$ cat config.mk
export PLATFORM = sky130hd
export DESIGN_NAME = fmul_share_arbiter
export DESIGN_NICKNAME = d
export VERILOG_FILES = /design/src/rtl/fmul_share_arbiter.sv
export SDC_FILE = /design/constraint.sdc
export NUM_CORES = 1
export LEC_CHECK = 0
export ABC_AREA = 1
export CORE_AREA = 2 2 157 159
export DETAILED_ROUTE_END_ITERATION = 12
export DIE_AREA = 0 0 159 161
export PLACE_DENSITY = 0.68
export REMOVE_ABC_BUFFERS = 1
export SLEW_MARGIN = 20
export SYNTH_ARGS = -nofsm -noshare
export SYNTH_HDL_FRONTEND = slang
export SYNTH_SLANG_ARGS = --single-unit
$ cat constraint.sdc
create_clock -name clk -period 2.6 [get_ports clk]
set_input_delay 0.52 -clock clk [delete_from_list [all_inputs] [get_ports clk]]
set_output_delay 0.52 -clock clk [all_outputs]
set_load 0.01 [all_outputs]
$ cat src/rtl/fmul_share_arbiter.sv
// Round-robin share of one combinational floatMul among NREQ requesters; registered operand
// stage plus LAT result stages return each product as a one-hot tagged response.
module fmul_share_arbiter #(
  parameter int unsigned NREQ = 4,
  parameter int unsigned LAT  = 1
) (
  input  logic                 clk,
  input  logic                 rst_n,
  input  logic                 stall,
  input  logic [NREQ-1:0]      req_valid,
  output logic [NREQ-1:0]      req_ready,
  input  logic [32*NREQ-1:0]   req_a,
  input  logic [32*NREQ-1:0]   req_b,
  output logic                 mul_rst,
  output logic                 mul_en,
  output logic [31:0]          mul_a,
  output logic [31:0]          mul_b,
  input  logic [31:0]          mul_y,
  input  logic                 mul_done,
  output logic [NREQ-1:0]      rsp_valid,
  output logic [31:0]          rsp_y,
  output logic                 busy,
  output logic                 err
);

  localparam int unsigned TW = (NREQ > 1) ? $clog2(NREQ) : 1;

  logic [TW-1:0]  ptr_q, ptr_d;
  logic [TW-1:0]  gnt_idx;
  logic           gnt_any;
  logic [TW-1:0]  idx;

  logic           s0_valid_q;
  logic [TW-1:0]  s0_tag_q;
  logic [31:0]    mul_a_q, mul_b_q;

  logic [LAT-1:0] st_valid_q;
  logic [31:0]    st_y_q   [LAT];
  logic [TW-1:0]  st_tag_q [LAT];

  logic           err_q;

  // Grant the first valid requester at or after the pointer; nothing while stalled or in reset.
  always_comb begin
    gnt_any   = 1'b0;
    gnt_idx   = '0;
    idx       = '0;
    req_ready = '0;
    for (int unsigned k = 0; k < NREQ; k++) begin
      idx = TW'((32'(ptr_q) + k) % NREQ);
      if (!gnt_any && req_valid[idx] && !stall && rst_n) begin
        gnt_any = 1'b1;
        gnt_idx = idx;
      end
    end
    if (gnt_any) req_ready[gnt_idx] = 1'b1;
  end

  always_comb begin
    ptr_d = ptr_q;
    if (gnt_any) begin
      ptr_d = (gnt_idx == TW'(NREQ - 1)) ? '0 : gnt_idx + TW'(1);
    end
  end

  always_ff @(posedge clk or negedge rst_n) begin
    if (!rst_n) begin
      ptr_q <= '0;
    end else begin
      ptr_q <= ptr_d;
    end
  end

  // Issue stage: operands are held while stalled so the floatMul output stays stable.
  always_ff @(posedge clk or negedge rst_n) begin
    if (!rst_n) begin
      s0_valid_q <= 1'b0;
      s0_tag_q   <= '0;
      mul_a_q    <= '0;
      mul_b_q    <= '0;
    end else if (!stall) begin
      s0_valid_q <= gnt_any;
      if (gnt_any) begin
        s0_tag_q <= gnt_idx;
        mul_a_q  <= req_a[{gnt_idx, 5'd0} +: 32];
        mul_b_q  <= req_b[{gnt_idx, 5'd0} +: 32];
      end
    end
  end

  always_ff @(posedge clk or negedge rst_n) begin
    if (!rst_n) begin
      st_valid_q <= '0;
      for (int i = 0; i < LAT; i++) begin
        st_y_q[i]   <= '0;
        st_tag_q[i] <= '0;
      end
    end else if (!stall) begin
      st_valid_q[0] <= s0_valid_q;
      if (s0_valid_q) begin
        st_y_q[0]   <= mul_y;
        st_tag_q[0] <= s0_tag_q;
      end
      for (int i = 1; i < LAT; i++) begin
        st_valid_q[i] <= st_valid_q[i-1];
        st_y_q[i]     <= st_y_q[i-1];
        st_tag_q[i]   <= st_tag_q[i-1];
      end
    end
  end

  always_ff @(posedge clk or negedge rst_n) begin
    if (!rst_n) begin
      err_q <= 1'b0;
    end else if (s0_valid_q && !mul_done) begin
      err_q <= 1'b1;
    end
  end

  // Suppressing the strobe during stall keeps the held result for re-presentation later.
  always_comb begin
    rsp_valid = '0;
    if (st_valid_q[LAT-1] && !stall) rsp_valid = NREQ'(1) << st_tag_q[LAT-1];
  end

  assign rsp_y   = st_y_q[LAT-1];
  assign busy    = s0_valid_q | (|st_valid_q);
  assign err     = err_q;
  assign mul_rst = ~rst_n;
  assign mul_en  = s0_valid_q;
  assign mul_a   = mul_a_q;
  assign mul_b   = mul_b_q;

endmodule
==> impl_metrics.toml <==
[worst_setup_path]
timing.critical_path.required_ns = 2.08
timing.critical_path.to_type = "primary output"
timing.setup.critical_path_class = "primary input to primary output"
cp.arrival_ns = 2.23
maximum_net_fanout_on_the_critical_path = 3
worst-path-buf-inv = 5
start_kind = "primary input"
worst_path_top_cell_family_by_delay = "buffers and inverters"
slowest_stage = "sky130_fd_sc_hd__clkdlybuf4s50_1"
critical-path-max-stage-delay_ns = 0.48
cp_common_cell = "sky130_fd_sc_hd__nand2_2"
crit_chain = "clkdlybuf4s50_1 > inv_1 > nand2_1 > nand2_2 > nand2_2 > nand3_2 > nor2_4 > buf_6 > buf_4 > nor2_1 > nand2_1 > nand2_2 > nor2_1 > buf_2"

[timing]
pin_slew_with_the_least_headroom_to_its_limit_ns = 0.919
timing.final.hold_violations = 0
drv_slew = 0
final.period_utilization_pct = 106
slew_headroom_pct = 38.7
fmax_mhz = 364
final_period_minus_worst_setup_slack_ns = 2.75
timing.clock.skew_ns = 0.00954
rsz_0062_raised_after_global_routing = "yes"
setup_viol_count_final = 4
setup_slack_ns = -0.147

[die]
initial_core_utilization_pct = 29.8
core_area_sq_um = 24000
fp.dieW_um = 159
top_level_ports = 404
die_h_um = 161
num_rows = 57
die_area_sq_um = 25600

[route]
vias_per_cell = 4.54
drt.antenna.violating_nets = 0
detail_route.wirelength_um = 27300
drc_violations = 0
initialDrtViolationCount = 325
dr.pass1.iters = 5
dr_total_vias = 8182
routedWlPerCell_um = 15.1

[min_path]
min-delay-path-class = "primary input to asynchronous set/reset pin"

[global_route]
grt_pass1_wl_um = 41300
grt_util_met1_pct = 24.3
grt_busiest_layer = "met2"
grt_util_met2_pct = 36.0
first_global_vias = 7827
grt_util_all_layers_pct = 20.3
grt_start_max_net_pins = 71
grt_antenna_before_repair = 0
globalRouteMet3Util_pct = 3.93
globalRouteOverflowTotal = 0

[yosys]
synthesis.area_sq_um = 7150
yosys_register_bits = 105
synthCells = 1079
synth.yosys.warnings = 0
synth-seq-area-share_pct = 36.8
cell_variety_after_synth = 26
synthesis.area_per_instance_sq_um = 6.62

[place]
place_congestion = 0.890
place.detailed.hpwl_um = 20000
place.port_buffers = 403
placedCellCount = 1781

[status]
violations = "negative setup slack"
run_status = "complete, but fails checks"

[layout]
final_net_count = 1771
num_antenna_cells = 0
utilization_pct = 50.7
growth_of_design_area_from_synthesis_to_finish_pct = 70.1
drive_gt1_share_pct = 11.6
layout.cells.non_filler = 1803

[clocking]
tritoncts = "yes"
cts-root-to-sink-buffers = 2
holdBufCountCts = 0
numClockSinks = 105
clk-insertion-delay-late_ns = 0.35
htreeDepth = 3
number_of_cts_inserted_buffers = 9
root_buffer = "sky130_fd_sc_hd__clkbuf_16"
clock_transition_time_at_the_flip_flop_clock_pins_of_the_worst_setup_and_hold_paths_ns = 0.07

[power]
p_leak_nw = 6.09
vdd_ir_drop_max_uv = 744
power_density_nw_per_um2 = 1090

[flow_run]
max_cap_viol_count = 0
## what timing repair did
action / 4_1_cts / 5_1_grt
endpoints found under the setup margin: 73 / 70
gates cloned: 0 / 2
resized for setup: 49 / 24
setup buffers: 4 / 1
pin swaps: 16 / 7
## worst reg2reg max path, cell delays in order (launching register included)
cell and delay (ns):
sky130_fd_sc_hd__dfrtp_2 0.49, sky130_fd_sc_hd__clkinv_4 0.15, sky130_fd_sc_hd__nand2_2 0.10, sky130_fd_sc_hd__nand2_2 0.07, sky130_fd_sc_hd__nand2_1 0.11, sky130_fd_sc_hd__nand3_2 0.11
sky130_fd_sc_hd__nor2_4 0.20, sky130_fd_sc_hd__inv_2 0.06, sky130_fd_sc_hd__nand2_4 0.09, sky130_fd_sc_hd__nand2_8 0.06, sky130_fd_sc_hd__buf_4 0.15, sky130_fd_sc_hd__buf_12 0.19
sky130_fd_sc_hd__buf_16 0.22, sky130_fd_sc_hd__or2_2 0.28, sky130_fd_sc_hd__nand2_1 0.09, sky130_fd_sc_hd__nand3_1 0.09
## metrics by stage
stage,setup TNS (ns),hold slack [ns],instance area (sq um),power (mW),worst slack [ns]
after floorplan,-143.54,0.224,6820,7.47,-2.41
after detailed placement,-33.30,0.464,11600,11.5,-0.701
after global placement,-29.93,0.461,11600,11.4,-0.702
final,-0.536,0.357,12200,13.3,-0.147
after CTS,-0.440,0.378,12000,13.1,-0.128
after global routing,-7.28,0.387,12200,14.4,-0.261
## synthesized netlist by cell type
| cell type | instances | area (sq um) |
|---|---|---|
| sky130_fd_sc_hd__a21oi_1 | 32 | 160 |
| sky130_fd_sc_hd__and2_1 | 1 | 6.26 |
| sky130_fd_sc_hd__buf_1 | 1 | 3.75 |
| sky130_fd_sc_hd__buf_2 | 35 | 175 |
| sky130_fd_sc_hd__buf_4 | 3 | 22.5 |
| sky130_fd_sc_hd__buf_6 | 5 | 56.3 |
| sky130_fd_sc_hd__clkbuf_1 | 19 | 71.3 |
| sky130_fd_sc_hd__dfrtp_1 | 105 | 2630 |
| sky130_fd_sc_hd__ha_1 | 1 | 12.5 |
| sky130_fd_sc_hd__inv_1 | 213 | 800 |
| sky130_fd_sc_hd__inv_2 | 2 | 7.51 |
| sky130_fd_sc_hd__inv_4 | 1 | 6.26 |
| sky130_fd_sc_hd__mux2_2 | 32 | 360 |
| sky130_fd_sc_hd__nand2_1 | 329 | 1230 |
| sky130_fd_sc_hd__nand2_2 | 4 | 25.0 |
| sky130_fd_sc_hd__nand3_1 | 204 | 1020 |
| sky130_fd_sc_hd__nand3_2 | 3 | 30.0 |
| sky130_fd_sc_hd__nand4_1 | 1 | 6.26 |
| sky130_fd_sc_hd__nor2_1 | 9 | 33.8 |
| sky130_fd_sc_hd__nor2_2 | 3 | 18.8 |
| sky130_fd_sc_hd__nor2_4 | 1 | 11.3 |
| sky130_fd_sc_hd__nor3_1 | 4 | 20.0 |
| sky130_fd_sc_hd__o21ai_0 | 8 | 40.0 |
| sky130_fd_sc_hd__o21bai_1 | 1 | 7.51 |
| sky130_fd_sc_hd__or2_0 | 30 | 188 |
| sky130_fd_sc_hd__or2_2 | 32 | 200 |
## worst paths after layout
| kind | start | end | slack [ns] | cells after the start |
|---|---|---|---|---|
| worst max-delay path | req_valid[1] | req_ready[2] | -0.15 | 14 |
| worst min-delay path | rst_n | mul_a[7] | 0.36 | 3 |
| worst min register to register | mul_b[5] | mul_b[5] | 0.48 | 2 |
| min in group clk | mul_b[5] | mul_b[5] | 0.48 | 2 |
| worst max register to register | ptr_q[0] | mul_a[1] | 0.02 | 15 |
| max in group asynchronous | rst_n | mul_a[26] | 0.93 | 4 |
## cell usage in the layout, fill, tap and decap left out, types with 3 or more instances in the layout
cell type	n
sky130_fd_sc_hd__a21oi_1	32
sky130_fd_sc_hd__buf_12	3
sky130_fd_sc_hd__buf_2	4
sky130_fd_sc_hd__buf_4	31
sky130_fd_sc_hd__buf_6	5
sky130_fd_sc_hd__clkbuf_16	11
sky130_fd_sc_hd__clkdlybuf4s50_1	394
sky130_fd_sc_hd__clkinvlp_4	4
sky130_fd_sc_hd__dfrtp_1	104
sky130_fd_sc_hd__dlygate4sd2_1	4
sky130_fd_sc_hd__inv_1	211
sky130_fd_sc_hd__inv_2	3
sky130_fd_sc_hd__mux2_2	32
sky130_fd_sc_hd__nand2_1	313
sky130_fd_sc_hd__nand2_2	13
sky130_fd_sc_hd__nand2_4	6
sky130_fd_sc_hd__nand3_1	198
sky130_fd_sc_hd__nand3_2	6
sky130_fd_sc_hd__nand3_4	3
sky130_fd_sc_hd__nor2_1	5
sky130_fd_sc_hd__nor2_2	5
sky130_fd_sc_hd__nor2_4	3
sky130_fd_sc_hd__nor3_1	4
sky130_fd_sc_hd__o21ai_0	7
sky130_fd_sc_hd__or2_0	30
sky130_fd_sc_hd__or2_2	32
## flip-flops by register name, summed over array words and instances, names as in the netlist
register    flops
err             1
mul_a          32
mul_b          32
mul_en          1
ptr_q           2
rsp_y          32
s0_tag_q        2
st_tag_q        2
st_valid_q      1
## cell type report
type | count | area (sq um)
multi-input cells | 695 | 3540
repair buffers | 447 | 4480
flip-flops and latches | 105 | 2630
clock inverters | 6 | 50.0
inverters | 216 | 818
well taps | 324 | 405
fillers | 2394 | 11800
clock buffers | 10 | 229
## layer usage
metal,part of all wire [%],up-vias
met5,0,-
met4,3.3,0
met3,5.8,50
met2,51,330
met1,40,3750
li1,-,4052
## report_power, final
part | internal (mW) | switching, mW
Clock | 0.662 | 0.667
Sequential | 2.48 | 0.454
Combinational | 4.15 | 4.87
Total | 7.29 | 5.99
## kinds of logic after synthesis
kind of cell / after synthesis / synth area share, %
compound gates: 41 / 2.91
fa+ha+maj: 1 / 0.175
buf+inv: 279 / 16.0
mux: 32 / 5.04
simple gates: 621 / 39.1
flops: 105 / 36.8
Power figures use the tool's default switching activity.
